`src/rtl/mac_acc_pkg.sv`:
```
// mac_acc_pkg: shared definitions for the mac_acc accumulator slice.
//   - op encodings carried on in_op
//   - FSM state type for the read/drain controller
//   - OPV_W: width of the merged adder operand {co0+co1, s}
package mac_acc_pkg;

  localparam int unsigned OPV_W = 34;

  typedef enum logic [1:0] {
    MAC_ADD   = 2'b00,
    MAC_SUB   = 2'b01,
    MAC_LOAD  = 2'b10,
    MAC_LOADN = 2'b11
  } mac_op_e;

  typedef enum logic [1:0] {
    StIdle,
    StRun,
    StDrain,
    StOut
  } mac_state_e;

  // Operations that feed the accumulator with the negated operand.
  function automatic logic op_negates(input logic [1:0] op);
    return (op == MAC_SUB) || (op == MAC_LOADN);
  endfunction

  // Operations that overwrite the accumulator instead of adding to it.
  function automatic logic op_loads(input logic [1:0] op);
    return (op == MAC_LOAD) || (op == MAC_LOADN);
  endfunction

endpackage

```
`src/rtl/mac_acc_ext.sv`:
```
// mac_acc_ext: combinational operand builder.
//   Merges the two adder carry-outs (each weight 2^32) above the 32-bit sum,
//   zero-extends the 34-bit magnitude to ACC_W and negates it for SUB/LOADN.
// Ports:
//   op   in   2      operation code (mac_op_e encoding)
//   s    in   32     adder sum
//   co0  in   1      carry-out 0
//   co1  in   1      carry-out 1
//   opv  out  ACC_W  signed operand, modulo 2^ACC_W
module mac_acc_ext
  import mac_acc_pkg::*;
#(
  parameter int unsigned ACC_W = 40
) (
  input  logic [1:0]       op,
  input  logic [31:0]      s,
  input  logic             co0,
  input  logic             co1,
  output logic [ACC_W-1:0] opv
);

  logic [1:0]       csum;
  logic [OPV_W-1:0] mag;
  logic [ACC_W-1:0] ext;

  assign csum = {1'b0, co0} + {1'b0, co1};
  assign mag  = {csum, s};
  assign ext  = {{(ACC_W - OPV_W){1'b0}}, mag};
  assign opv  = op_negates(op) ? -ext : ext;

endmodule

```
`src/rtl/mac_acc.sv`:
```
// mac_acc: wide signed accumulator behind the three-operand adder.
//   Beats {op, s, co0, co1} go through one operand register (p1) and are then
//   folded into acc. rd_req drains p1 and latches a stable snapshot that is
//   offered on a valid/ready port until consumed.
// Build option: define MAC_SAT_EN to clamp out_data to the signed 32-bit
//   range and report the clamp on ovf; otherwise out_data is acc[31:0] and
//   ovf is 0.
// Ports:
//   sys_clk, resetl             clock, async active-low reset
//   in_valid/in_ready           input beat handshake
//   in_op, in_s, in_co0, in_co1 beat payload
//   clr                         synchronous clear of acc and p1
//   rd_req                      request a drained snapshot
//   out_valid/out_ready         snapshot handshake
//   out_data, out_hi, ovf       snapshot low word, upper bits, clamp flag
module mac_acc
  import mac_acc_pkg::*;
#(
  parameter int unsigned ACC_W = 40
) (
  input  logic              sys_clk,
  input  logic              resetl,
  input  logic              in_valid,
  output logic              in_ready,
  input  logic [1:0]        in_op,
  input  logic [31:0]       in_s,
  input  logic              in_co0,
  input  logic              in_co1,
  input  logic              clr,
  input  logic              rd_req,
  output logic              out_valid,
  input  logic              out_ready,
  output logic [31:0]       out_data,
  output logic [ACC_W-33:0] out_hi,
  output logic              ovf
);

  mac_state_e       state_q, state_d;
  logic             accept;
  logic             snap_en;
  logic [ACC_W-1:0] opv;

  logic             p1_v_q;
  logic             p1_load_q;
  logic [ACC_W-1:0] p1_opv_q;
  logic [ACC_W-1:0] acc_q;

  logic [31:0]       out_data_q;
  logic [ACC_W-33:0] out_hi_q;
  logic              ovf_q;

  logic [31:0] low_word;
  logic        low_ovf;

  // Gated by resetl so the port reads 0 during reset, not just after it.
  assign in_ready = resetl & ((state_q == StIdle) | (state_q == StRun)) & ~rd_req;
  assign accept   = in_valid & in_ready;

  mac_acc_ext #(
    .ACC_W(ACC_W)
  ) u_ext (
    .op (in_op),
    .s  (in_s),
    .co0(in_co0),
    .co1(in_co1),
    .opv(opv)
  );

  // Stage 1: operand register. A beat accepted alongside clr survives.
  always_ff @(posedge sys_clk or negedge resetl) begin
    if (!resetl) begin
      p1_v_q    <= 1'b0;
      p1_load_q <= 1'b0;
      p1_opv_q  <= '0;
    end else begin
      p1_v_q <= accept;
      if (accept) begin
        p1_load_q <= op_loads(in_op);
        p1_opv_q  <= opv;
      end
    end
  end

  // Stage 2: accumulator, modulo 2^ACC_W. clr discards any beat already in p1.
  always_ff @(posedge sys_clk or negedge resetl) begin
    if (!resetl) begin
      acc_q <= '0;
    end else if (clr) begin
      acc_q <= '0;
    end else if (p1_v_q) begin
      acc_q <= p1_load_q ? p1_opv_q : acc_q + p1_opv_q;
    end
  end

  always_comb begin
    state_d = state_q;
    snap_en = 1'b0;
    case (state_q)
      StIdle: begin
        if (rd_req) begin
          state_d = StDrain;
        end else if (accept) begin
          state_d = StRun;
        end
      end
      StRun: begin
        if (rd_req) begin
          state_d = StDrain;
        end else if (!accept && !p1_v_q) begin
          state_d = StIdle;
        end
      end
      StDrain: begin
        if (!p1_v_q) begin
          state_d = StOut;
          snap_en = 1'b1;
        end
      end
      StOut: begin
        if (out_ready) begin
          state_d = StIdle;
        end
      end
      default: state_d = StIdle;
    endcase
  end

  always_ff @(posedge sys_clk or negedge resetl) begin
    if (!resetl) begin
      state_q <= StIdle;
    end else begin
      state_q <= state_d;
    end
  end

`ifdef MAC_SAT_EN
  logic [ACC_W-32:0] top_bits;
  logic              in_range;

  // acc fits in signed 32 bits iff bits [ACC_W-1:31] are all equal.
  assign top_bits = acc_q[ACC_W-1:31];
  assign in_range = (&top_bits) | ~(|top_bits);
  assign low_word = in_range ? acc_q[31:0] :
                    (acc_q[ACC_W-1] ? 32'h8000_0000 : 32'h7FFF_FFFF);
  assign low_ovf  = ~in_range;
`else
  assign low_word = acc_q[31:0];
  assign low_ovf  = 1'b0;
`endif

  // Snapshot registers: written only on the DRAIN->OUT edge, so clr and
  // out_ready back-pressure leave them untouched.
  always_ff @(posedge sys_clk or negedge resetl) begin
    if (!resetl) begin
      out_data_q <= '0;
      out_hi_q   <= '0;
      ovf_q      <= 1'b0;
    end else if (snap_en) begin
      out_data_q <= low_word;
      out_hi_q   <= acc_q[ACC_W-1:32];
      ovf_q      <= low_ovf;
    end
  end

  assign out_valid = (state_q == StOut);
  assign out_data  = out_data_q;
  assign out_hi    = out_hi_q;
  assign ovf       = ovf_q;

endmodule
```
`config.mk`:
```
export PLATFORM = sky130hd
export DESIGN_NAME = mac_acc
export DESIGN_NICKNAME = d
export VERILOG_FILES = /design/src/rtl/mac_acc_pkg.sv /design/src/rtl/mac_acc_ext.sv /design/src/rtl/mac_acc.sv
export SDC_FILE = /design/constraint.sdc
export NUM_CORES = 1
export LEC_CHECK = 0
export BUFFER_PORTS_ARGS = -buffer_cell sky130_fd_sc_hd__buf_4
export CAP_MARGIN = 20
export CORE_MARGIN = 5
export CORE_UTILIZATION = 64
export DETAILED_ROUTE_END_ITERATION = 16
export GPL_TIMING_DRIVEN = 0
export PLACE_DENSITY = 0.86
export SLEW_MARGIN = 20
export SYNTH_ARGS = -nofsm -noshare
export SYNTH_HDL_FRONTEND = slang
export SYNTH_SLANG_ARGS = --single-unit
```
`constraint.sdc`:
```
create_clock -name sys_clk -period 7.08 [get_ports sys_clk]
set_input_delay 0.354 -clock sys_clk [delete_from_list [all_inputs] [get_ports sys_clk]]
set_output_delay 0.354 -clock sys_clk [all_outputs]
set_load 0.05 [all_outputs]
```
# Word-level counts from Yosys, hierarchy flattened

Index checks and enable logic that the tools add are counted.

Register bits after elaboration: 124

Add/sub/neg operators: 3
Eq/ne operators: 10
Muxes and demuxes: 13
Bitwise logic cells: 5
Reduce and logical (&&, ||, !) cells: 8

Operators with widths:

| cell                                                 | count |
|---|---|
| 2-to-1 mux 40 bit                                    | 4 |
| adder 40 bit                                         | 1 |
| negator 34 -> 40 bit                                 | 1 |
| 2-to-1 mux 2 bit                                     | 6 |
| equality test 2 bit (second input constant)          | 4 |
| one-hot mux 2 bit (4 select lines)                   | 1 |
| equality test 2 x 1 -> 1 bit (second input constant) | 2 |
| AND reduction 4 bit                                  | 1 |
| bitwise AND 1 bit                                    | 3 |
| != test 3 x 2 -> 1 bit (second input constant)       | 1 |
| != test 3 bit (second input constant)                | 1 |
| adder 1 x 1 -> 2 bit                                 | 1 |
| zero test 1 bit                                      | 2 |
| zero test 2 bit                                      | 1 |
| logical OR 1 bit                                     | 2 |
| 2-to-1 mux 1 bit                                     | 2 |
| != test 2 x 1 -> 1 bit (second input constant)       | 1 |
| != test 2 bit (second input constant)                | 1 |
| nonzero test 2 bit                                   | 1 |
| logical AND 1 bit                                    | 1 |
| inverter 1 bit                                       | 1 |
| OR 1 bit                                             | 1 |

# Depth between registers and ports, before layout

Depth after elaboration: 10
Gate-level depth with buffers: 12

# Hierarchy

From an unflattened synthesis, not the netlist that was laid out.

Cells, all modules: 827
Area, all modules: 8075.2 µm²

Modules (own cells, without submodules):

| module      | times used | cells an instance | area each (µm²) | sequential area each (µm²) |
|---|---|---|---|---|
| mac_acc     | 1          | 696               | 7160.6          | 3103.0 |
| mac_acc_ext | 1          | 131               | 914.6           | 0.0 |

# Worst setup path after synthesis

Ideal clock, no wire load.

Path type: register -> register
Start: register p1_opv_q[32]
End: register acc_q[39]
Library setup time: 0.139 ns
Data arrival time: 2.617 ns
Data required time: 6.941 ns
Path slack: 4.325 ns
Cell stages (with the launch flop): 12
Buffers on the path: 1
Clock period less this slack: 2.755 ns
Path through: dfrtp_1 ha_1 clkbuf_1 a21o_1 a21o_1 or4_1 o22ai_1 a21oi_1 a21oi_1 nor4_1 a2111oi_0 a21oi_1

Word-level cells in the longest chain between the ends: 4

RTL lines:

| element                | line          | text |
|---|---|---|
| start, declared        | mac_acc.sv:45 | `logic [ACC_W-1:0] p1_opv_q;` |
| start signal, assigned | mac_acc.sv:79 | `p1_opv_q <= opv;` |
| adder 40 bit           | mac_acc.sv:91 | `acc_q <= p1_load_q ? p1_opv_q : acc_q + p1_opv_q;` |
| 2-to-1 mux 40 bit      | mac_acc.sv:91 |  |
| 2-to-1 mux 40 bit      | mac_acc.sv:90 | `end else if (p1_v_q) begin` |
| 2-to-1 mux 40 bit      | mac_acc.sv:88 | `end else if (clr) begin` |
| end signal, assigned   | mac_acc.sv:91 |  |
| end, declared          | mac_acc.sv:46 | `logic [ACC_W-1:0] acc_q;` |

Every way passes these cells. The select of a mux whose other input is x is not followed.
A chain may end at the register's enable or synchronous reset.

# Worst setup path in the final report

Start: register p1_opv_q[1]
End: register acc_q[39]

The elaborated chain is that of the path after synthesis.

==> impl_metrics.toml <==
[run_status]
outcome = "complete, no violations"

[timing]
fin_ws_ps = 3810
whs_ps = 106
rsz0062_at_grt = "no"
final_max_slew_viol_count = 0
slew_headroom_pct = 26.1
post-route-period-util_pct = 46.1
fmax_mhz = 306
period_minus_slack_ps = 3270
tightestPinTransition_ps = 1110
final-hold-violation-count = 0
setup_viol = 0
fin_tns_setup_ps = 0
clock_skew_ps = 9.80

[clock_tree]
clock_path_buffers = 2
clock_latency_ps = 440
cts_tree = "built"
cts-htree-levels = 4
postCtsSetupRepairBufs = 0
cts-resized-gates = 0
cts_root_buf = "clkbuf_16"
numCtsBuffers = 17
cts.sinks = 124
clk_pin_slew_worst_paths_ps = 60

[detailed_routing]
drc = 0
firstDrtPassIters = 7
via_per_inst = 6.35
drt_iter0_drc = 616
vias = 7032
wl_per_cell_um = 19.6
routed_wl_um = 21700
antenna_left = 0

[power]
combPwrFrac_pct = 40.2
clock_power_share_pct = 27.6
internal-power_mw = 1.92
swShare_pct = 40.3
power_mw = 3.22
seqPwrFrac_pct = 32.2
p_per_area_nw_per_um2 = 349
p_leak_nw = 4.33
worst_ir_drop_vdd_uv = 208
switchingPower_mw = 1.30

[setup_path]
timing.rr.start = "p1_opv_q[1]"
worstPathCellList = "ha_1 -> a211oi_1 -> o21a_1 -> a211oi_1 -> o31ai_1 -> a21oi_1 -> a21oi_1 -> nor4_1 -> a2111oi_0 -> a21oi_1"
cp-end-kind = "flip-flop"
cp-start-kind = "flip-flop"
worstPathBufferInverterCount = 0
crit_start = "p1_opv_q[1]"
crit_end = "acc_q[39]"
reg2reg_setup_slack_ps = 3810
slowest_delay_ps = 490
slowest_stage = "o31ai_1"
rr_worst_depth = 10
r2r_end = "acc_q[39]"
path_depth = 10
arrival_ps = 3550
critPathMostFrequentCell = "a21oi_1"
timing_worst_setup_path_type = "flip-flop to flip-flop"
crit_family = "compound AO/OA/AOI/OAI gates"
path_max_fanout = 4
crit_required_ps = 7370

[layout]
area_growth_pct = 18.7
fin_util_pct = 77.0
fin_cells = 1108
diodes = 0
fill_cells = 822
nets = 1033
drive_above_1_share_pct = 17.8
final_area_sq_um = 9210

[synth]
syn-instance-count = 844
syn_nets = 929
netlist-cell-type-count = 64
ys_ff_latch = 124
synth_top_cell_by_area = "dfrtp_1"
yosysSeqAreaShare_pct = 40.0
synth-edff-count = 0
ys_warn_count = 0
synthMostInstantiatedCell = "dfrtp_1"
synth-async-reset-ratio_pct = 100
syn_area_per_cell_sq_um = 9.20
ys.flop_type = "dfrtp_1"
netlist_area_sq_um = 7760
yosysTopAreaCellShare_pct = 40.0
synth_common_cells = "dfrtp_1 (124), nand2_1 (99), nor2_1 (76), o21ai_0 (66), a21oi_1 (56)"
netlist_top_cells_area = "dfrtp_1 (40%), ha_1 (6.8%), mux2_2 (5.8%), nand2_1 (4.8%), xor2_1 (4.3%)"

[floorplanning]
die-width_um = 120
die-area_sq_um = 14400
rows = 40
core-area_sq_um = 12000
die_h_um = 120
initial_utilization_pct = 64.9
ioPinCount = 85

[grt]
grt_max_degree = 76
grt_usage_pct = 31.2
grt_pass1_wl_um = 35200
antenna_found_initial = 0
grt_pass1_vias = 6913
overflow = 0

[place]
io_buffers = 83
placed_cell_area_sq_um = 8600
hpwl_um = 15900
place_ws_ps = 3880
place.gp.congestion = 0.972
dp_cells = 1075

[min_path]
hp-class = "input port to flip-flop"

[run]
cap_violations = 0
==> worst min-delay path by stage <==
stage,startpoint,slack (ps),cells past startpoint,endpoint
6_report,out_ready,110,2,state_q[1]
5_1_grt,out_ready,100,2,state_q[1]
4_1_cts,out_ready,100,2,state_q[1]
3_5_place_dp,resetl,320,1,out_data[12]
3_3_place_gp,out_hi[1],490,1,out_hi[1]
2_1_floorplan,resetl,60,0,acc_q[0]
==> layer usage <==
layer,global-route usage [%],part of all wire [%],vias to the layer above
met5,0,0,-
met4,17.0,4.5,0
met3,8.53,7.6,80
met2,49.9,47,305
met1,38.4,41,3386
li1,-,-,3261
==> power by group through the flow <==
stage	clock (mW)	combinational [mW]	sequential (mW)
after CTS	0.892	1.28	1.03
after floorplan	0	0.793	1.13
final	0.888	1.29	1.04
after global placement	0	1.23	1.03
after detailed placement	0	1.27	1.04
after global routing	0.922	1.41	1.06
==> cell families (layout without fill, tap and decap cells) <==
group,after synthesis,in the layout,synth area share [%]
AND/OR/NAND/NOR,258,258,15.6
AO/OA/AOI/OAI,244,244,19.6
flip-flops,124,124,40.0
XOR/XNOR,64,64,7.22
multiplexers,56,56,7.86
buffers and inverters,54,171,2.66
adder cells (fa/ha/maj),43,43,7.03
other,1,1,0.0483
==> cell usage in the layout, fill, tap and decap left out, drive strengths merged, types with 9 or more instances in the layout <==
cell type and n:
a211oi 26, a21o 13, a21oi 56, buf 88, clkbuf 56, dfrtp 124, ha 42, inv 13
mux2 40, mux2i 16, nand2 100, nand3 9, nor2 76, nor2b 10, nor3 12, o211ai 14
o21ai 79, o31ai 14, xnor2 26, xor2 38
==> repair_timing <==
item / 4_1_cts / 5_1_grt
setup endpoints to repair: 0 / 0
hold buffers: 1 / 0
endpoints found under the hold margin: 50 / 0
==> area by class of cell <==
| type | count | area (sq um) | area share, % |
|---|---|---|---|
| timing repair buffer | 85 | 664 | 7.21 |
| buffer | 41 | 158 | 1.71 |
| multi-input combinational | 666 | 4450 | 48.3 |
| clock buffer | 19 | 453 | 4.92 |
| clock inverter | 13 | 148 | 1.60 |
| tap | 147 | 184 | 2.00 |
| inverter | 13 | 48.8 | 0.530 |
| sequential | 124 | 3100 | 33.7 |
==> flip-flops by register name, summed over array words and instances, names as in the netlist <==
signal / cells
p1_v_q: 1
out_data: 32
state_q: 2
p1_opv_q: 40
acc_q: 40
p1_load_q: 1
out_hi: 8
Power figures use the tool's default switching activity.
